**config.mk**
```make
export PLATFORM = sky130hd
export DESIGN_NAME = booth_mult_flat
export DESIGN_NICKNAME = d
export VERILOG_FILES = /design/src/rtl/booth_mult_if.sv /design/src/rtl/booth_mult.sv /design/src/flat_wrapper.sv
export SDC_FILE = /design/constraint.sdc
export NUM_CORES = 1
export LEC_CHECK = 0
export BUFFER_PORTS_ARGS = -buffer_cell sky130_fd_sc_hd__buf_2
export CAP_MARGIN = 15
export CORE_MARGIN = 5
export CORE_UTILIZATION = 58
export DETAILED_ROUTE_END_ITERATION = 7
export PLACE_DENSITY = 0.92
export SLEW_MARGIN = 20
export SYNTH_ARGS = -nofsm -noshare
export SYNTH_HDL_FRONTEND = slang
export SYNTH_SLANG_ARGS = --single-unit
```
**constraint.sdc**
```tcl
create_clock -name clk -period 5.99 [get_ports clk]
set_input_delay 0.599 -clock clk [delete_from_list [all_inputs] [get_ports clk]]
set_output_delay 0.599 -clock clk [all_outputs]
set_load 0.005 [all_outputs]
```
**src/rtl/booth_mult_if.sv**
```systemverilog
// Start/operand/result bundle between the MIPS control unit and the Booth multiplier.
// The master is the control unit and the slave is the multiplier.
interface booth_mult_if;
  logic        start;
  logic [31:0] a;
  logic [31:0] b;
  logic [31:0] hi;
  logic [31:0] lo;
  logic        busy;
  logic        done;

  modport master (
    output start,
    output a,
    output b,
    input  hi,
    input  lo,
    input  busy,
    input  done
  );

  modport slave (
    input  start,
    input  a,
    input  b,
    output hi,
    output lo,
    output busy,
    output done
  );
endinterface

```
**src/rtl/booth_mult.sv**
```systemverilog
// Signed 32x32 radix-2 Booth multiplier. It performs one step per clock and feeds the HI/LO registers.
// Optional macro BOOTH_MULT_ZERO_SKIP_EN: a zero operand completes directly with a zero product.
module booth_mult (
  input  logic         clk,
  input  logic         reset,
  booth_mult_if.slave  bus
);

  typedef enum logic [1:0] {StIdle, StRun, StDone} state_e;

  state_e      state_q, state_d;
  logic [32:0] m_q, m_d;
  logic [32:0] acc_q, acc_d;
  logic [31:0] q_q, q_d;
  logic        qm1_q, qm1_d;
  logic [4:0]  cnt_q, cnt_d;
  logic [31:0] hi_q, hi_d;
  logic [31:0] lo_q, lo_d;
  logic        busy_q, busy_d;
  logic        done_q, done_d;
  logic [32:0] acc_sum;
  logic        zero_op;

`ifdef BOOTH_MULT_ZERO_SKIP_EN
  assign zero_op = (bus.a == 32'd0) || (bus.b == 32'd0);
`else
  assign zero_op = 1'b0;
`endif

  // The 33-bit accumulator keeps A - M exact when M is -2^31.
  always_comb begin
    case ({q_q[0], qm1_q})
      2'b01:   acc_sum = acc_q + m_q;
      2'b10:   acc_sum = acc_q - m_q;
      default: acc_sum = acc_q;
    endcase
  end

  always_comb begin
    state_d = state_q;
    m_d     = m_q;
    acc_d   = acc_q;
    q_d     = q_q;
    qm1_d   = qm1_q;
    cnt_d   = cnt_q;
    hi_d    = hi_q;
    lo_d    = lo_q;

    case (state_q)
      StIdle: begin
        if (bus.start) begin
          m_d   = {bus.a[31], bus.a};
          q_d   = bus.b;
          acc_d = 33'd0;
          qm1_d = 1'b0;
          cnt_d = 5'd0;
          if (zero_op) begin
            hi_d    = 32'd0;
            lo_d    = 32'd0;
            state_d = StDone;
          end else begin
            state_d = StRun;
          end
        end
      end
      StRun: begin
        acc_d = {acc_sum[32], acc_sum[32:1]};
        q_d   = {acc_sum[0], q_q[31:1]};
        qm1_d = q_q[0];
        cnt_d = cnt_q + 5'd1;
        if (cnt_q == 5'd31) begin
          hi_d    = acc_d[31:0];
          lo_d    = q_d;
          state_d = StDone;
        end
      end
      StDone: state_d = StIdle;
      default: state_d = StIdle;
    endcase

    busy_d = (state_d != StIdle);
    done_d = (state_d == StDone);
  end

  always_ff @(posedge clk) begin
    if (reset) begin
      state_q <= StIdle;
      m_q     <= 33'd0;
      acc_q   <= 33'd0;
      q_q     <= 32'd0;
      qm1_q   <= 1'b0;
      cnt_q   <= 5'd0;
      hi_q    <= 32'd0;
      lo_q    <= 32'd0;
      busy_q  <= 1'b0;
      done_q  <= 1'b0;
    end else begin
      state_q <= state_d;
      m_q     <= m_d;
      acc_q   <= acc_d;
      q_q     <= q_d;
      qm1_q   <= qm1_d;
      cnt_q   <= cnt_d;
      hi_q    <= hi_d;
      lo_q    <= lo_d;
      busy_q  <= busy_d;
      done_q  <= done_d;
    end
  end

  assign bus.hi   = hi_q;
  assign bus.lo   = lo_q;
  assign bus.busy = busy_q;
  assign bus.done = done_q;

endmodule

```
**src/flat_wrapper.sv**
```systemverilog
// flat-port wrapper written by rule: the top's interface ports become plain ports
module booth_mult_flat 
  (clk, reset, bus_start, bus_a, bus_b, bus_hi, bus_lo, bus_busy, bus_done);
  booth_mult_if bus_i ();
  input  logic clk;
  input  logic reset;
  input wire logic [$bits(bus_i.start)-1:0] bus_start;
  input wire logic [$bits(bus_i.a)-1:0] bus_a;
  input wire logic [$bits(bus_i.b)-1:0] bus_b;
  output wire logic [$bits(bus_i.hi)-1:0] bus_hi;
  output wire logic [$bits(bus_i.lo)-1:0] bus_lo;
  output wire logic [$bits(bus_i.busy)-1:0] bus_busy;
  output wire logic [$bits(bus_i.done)-1:0] bus_done;
  assign bus_i.start = bus_start;
  assign bus_i.a = bus_a;
  assign bus_i.b = bus_b;
  assign bus_hi = bus_i.hi;
  assign bus_lo = bus_i.lo;
  assign bus_busy = bus_i.busy;
  assign bus_done = bus_i.done;
  booth_mult u_core (.clk(clk), .reset(reset), .bus(bus_i));
endmodule
```
; After elaboration in Yosys (flattened, before gate mapping)
; Index checks and enable logic that the tools add are counted.
[totals]
output_inout_bits = 66
regBits = 171
word_cells = 37
[classes]
muxes = 12
reduce_logical = 6
eq_ne = 6
n_addsub = 3
[op_table]
columns = op, count
row1 = 33-bit case mux with 2 select lines, 2
row2 = 32-bit case mux with 2 select lines, 1
row3 = 33-bit adder, 1
row4 = 33-bit 2-to-1 mux, 1
row5 = 33-bit subtractor, 1
row6 = 32-bit 2-to-1 mux, 1
row7 = 5-bit case mux with 2 select lines, 1
row8 = 2-bit AND reduction, 3
row9 = "5-bit by 1-bit adder with 5-bit output, second input constant", 1
row10 = "5-bit equality test, second input constant", 1
row11 = 5-bit 2-to-1 mux, 1
row12 = "2-bit by 1-bit equality test with 1-bit output, second input constant", 2
row13 = "2-bit equality test, second input constant", 2
row14 = 2-bit 2-to-1 mux, 2
row15 = 2-bit case mux with 2 select lines, 1
row16 = 2-bit nonzero test, 2
row17 = 2-bit logical NOT, 1
row18 = "2-bit inequality test, second input constant", 1
row19 = 1-bit case mux with 2 select lines, 1
row20 = 1-bit 2-to-1 mux, 1

; Longest topological paths before layout
[logic_depth]
depth_word = 4
ltp_mapped = 19

; Worst setup path after synthesis
; No wires, ideal clock.
[synth_path]
path_kind = flip-flop to flip-flop
startpoint = register u_core.m_q[5]
endpoint = register u_core.acc_q[31]
arrival_time_ns = 4.065
t_required_ns = 5.868
setup_ns = 0.122
path_buffers = 0
path_stages_with_launch = 20
setup_slack_ns = 1.803
path_cell_list = dfxtp_1 or4_4 inv_1 nand2_1 nor2_1 and3_1 and2_1 nor3b_1 nor2_1 xnor2_1 ha_1 a21o_1 a21oi_1 nor3b_1 a221oi_1 nand4_1 a31oi_1 or3_4 a21o_1 a311o_1
[synth_between]
elab_chain_len = 3
elab_cells_between_ends = 4
[synth_lines]
columns = item, line
row1 = "start, declared", booth_mult.sv:12  ; logic [32:0] m_q, m_d;
row2 = "start signal, assigned", booth_mult.sv:99  ; m_q <= m_d;
row3 = 33-bit subtractor / 33-bit adder (equally long branches), "booth_mult.sv:34, booth_mult.sv:33"
row4 = 33-bit case mux with 2 select lines *, booth_mult.sv:32  ; case ({q_q[0], qm1_q})
row5 = 33-bit case mux with 2 select lines *, booth_mult.sv:49  ; case (state_q)
row6 = "end signal, assigned", booth_mult.sv:89  ; acc_q <= 33'd0;
row7 = "end signal, assigned", booth_mult.sv:100  ; acc_q <= acc_d;
row8 = "end, declared", booth_mult.sv:13  ; logic [32:0] acc_q, acc_d;
; Mark *: on every way between the ends. The rest lies on a longest branch, timed or not.
; A chain may end at the register's enable or synchronous reset.

; Worst setup path after layout
[layout_path]
startpoint = register u_core.m_q[2]
endpoint = register u_core.acc_q[31]
; The elaborated chain is that of the path after synthesis.

==> out/metrics.csv <==
metric,value,unit
outcome,"complete, no violations",
setup_viol,0,
critical_path_peak_fanout,6,
cap_violations,0,
coreArea,15100,sq um
syn2layout_area_growth,14.5,%
cts_tree,built,
cts.sinks,170,
pwr-share-comb,0.209,
ir_worst_vdd,213,uV
synthTopCellsByCount,"nand2_1 (204), dfxtp_1 (170), a21oi_1 (144)",
fp.dieW,134,um
cp-start-kind,flip-flop,
period_share,0.831,
worst_slew_pin_slew,1.08,ns
p_total,2940,uW
power_density,289,nW/um^2
cp-end-kind,flip-flop,
portBuffers,132,
clk_latency,0.43,ns
first_pass_iters,5,
fillers,1277,
drive_above_1_share,0.150,
leakage,0.00425,uW
vias,8364,
postPlaceCellArea,9570,sq um
fin_area,10100,sq um
async_reset_ff_frac,0,
diodes,0,
finClkSkew,0.0109,ns
r2r-start,u_core.m_q[2],
grt_first_pass_wirelength,37000,um
post_drt_wl_per_cell,15.9,um
num_io_pins,133,
start_util,0.587,
max_freq,201,MHz
yosys_register_bits,170,
rrSetupSlack,1.01,ns
crit_path_cell_trace,nor2_1 -> nor4b_1 -> nand2_1 -> nor2_1 -> and3_1 -> and2_1 -> nor3b_1 -> nor2_1 -> xnor2_1 -> ha_1 -> a21o_1 -> a21oi_1 -> nor3b_1 -> a221oi_1 -> nand4_1 -> a31oi_1 -> o21ai_0 -> a21o_1 -> a311o_1,
yosys_most_used_dff,dfxtp_1,
synth-seq-area-share,0.384,
seqPwrFrac,0.417,
drc,0,
grt_max_degree,98,
cpPeakStageDelay,0.67,ns
rows,45,
cp-startpoint,u_core.m_q[2],
synth_top_cell_area_share,0.384,
vias_per_cell,5.88,
p_switching,889,uW
route.antenna.remaining_nets,0,
hold_path_class,input port to flip-flop,
cts_resized,0,
fin_tns_setup,0,ns
drv_slew,0,
yosysMostFrequentCell,nand2_1,
wirelength,22600,um
syn_nets,1242,
worstHoldStart,bus_a[12],
pwr-share-clk,0.375,
worstPathArrival,5.29,ns
post_cts_buffers,0,
hold_buffers,0,
min_period,4.98,ns
synth_area_leader_cell,dfxtp_1,
fin_nets,1327,
path_class,flip-flop to flip-flop,
rr_worst_depth,19,
post_synth_num_cell_types,59,
die_h,134,um
syn_area_per_cell,7.79,sq um
hold_viol_final,0,
ys_warn_count,0,
overflow,0,
rsz0062_at_grt,no,
slowest_stage,nor4b_1,
h-tree-depth,4,
track_usage,0.251,
grt_pass1_vias,7491,
p_int,2050,uW
synth_enable_flop_cells,0,
antenna_found_initial,0,
cp.required,6.31,ns
netlist_instances,1138,
drtIter0Drc,696,
relSlewSlack,0.276,
netlist_area,8860,sq um
cts_buffer_depth,2,
cts-buffers-inserted,17,
timing.rr.end,u_core.acc_q[31],
die_area,17900,sq um
clkSlewWorstSetupHoldPaths,0.07,ns
path_common_cell,nor2_1,
clockRootBuffer,clkbuf_16,
gp_congestion,0.956,
ys_top_cells_by_area,"dfxtp_1 (38%), nand2_1 (8.6%), a21oi_1 (8.1%), ha_1 (5.1%), xnor2_1 (4.1%)",
hpwl,15700,um
swShare,0.303,
crit_path_end,u_core.acc_q[31],
worst min path at each step:
stage,slack [ns],depth (start not counted),end
floorplan,0.43,2,u_core.bus.lo[25]
global placement,0.44,2,u_core.bus.lo[10]
detailed placement,0.44,2,u_core.bus.hi[18]
CTS,0.38,3,u_core.m_q[12]
global route,0.40,3,u_core.m_q[13]
finish,0.40,3,u_core.m_q[12]
routing by layer:
metal	GRT usage	vias to the layer above	wire [um]
met2	0.389	348	10100
met5	0	-	0
li1	-	4188	-
met3	0.0510	40	1910
met4	0.0794	0	394
met1	0.354	3788	10200
logic make-up after synthesis:
logic type,Yosys count,synth area share
compound gates,345,0.243
xor+xnor,54,0.0534
fa+ha+maj,37,0.0531
buf+inv,121,0.0512
flops,170,0.384
mux,12,0.0138
simple gates,399,0.202
metrics by stage:
step                      cells  setup WS, ns   util  hold slack, ns
after floorplan            1138          1.80      -           0.432
after global placement     1392          1.37  0.634           0.438
after detailed placement   1392          1.12  0.634           0.443
after CTS                  1423          1.09  0.672           0.379
after global routing       1423         0.583  0.672           0.398
final                      1423          1.01  0.672           0.395
worst max-delay path: cells and delay by family, from the launching register on:
family	cells	cell delay [ns]
AOI/OAI and AO/OA	7	1.60
xor gates and xnor gates	1	0.15
adders and majority gates	1	0.39
DFF	1	0.34
and+or+nand+nor	10	2.37
placed cells by master (no fill, tap or decap), drive strengths merged, types with 28 or more instances in the layout:
cell type,count
nand2,204
dfxtp,170
a21oi,144
buf,138
nor2,95
inv,53
xnor2,42
o21ai,40
ha,36
a211oi,28
flip-flops by register name, indices dropped and copies added, names as in the netlist:
signal           flops
u_core.acc_q        32
u_core.bus.hi       32
u_core.bus.lo       32
u_core.m_q          32
u_core.q_q          32
u_core.cnt_q         5
u_core.state_q       2
u_core.bus.busy      1
u_core.bus.done      1
u_core.qm1_q         1
power groups by stage:
stage	Clock, uW	Sequential, uW	Combinational, uW
floorplan	0	1230	468
global placement	0	1240	580
detailed placement	0	1250	595
CTS	1110	1220	602
global route	1160	1230	677
finish	1100	1220	613
cell type report:
| cell class | instances | area [sq um] | area share |
|---|---|---|---|
| repair buffers | 138 | 708 | 0.0698 |
| multi-input cells | 847 | 5030 | 0.496 |
| well taps | 188 | 235 | 0.0232 |
| inverters | 49 | 184 | 0.0181 |
| clock inverters | 13 | 141 | 0.0139 |
| flip-flops and latches | 170 | 3400 | 0.335 |
| clock buffers | 18 | 439 | 0.0433 |
No activity file was read; power rests on OpenSTA's default activity.
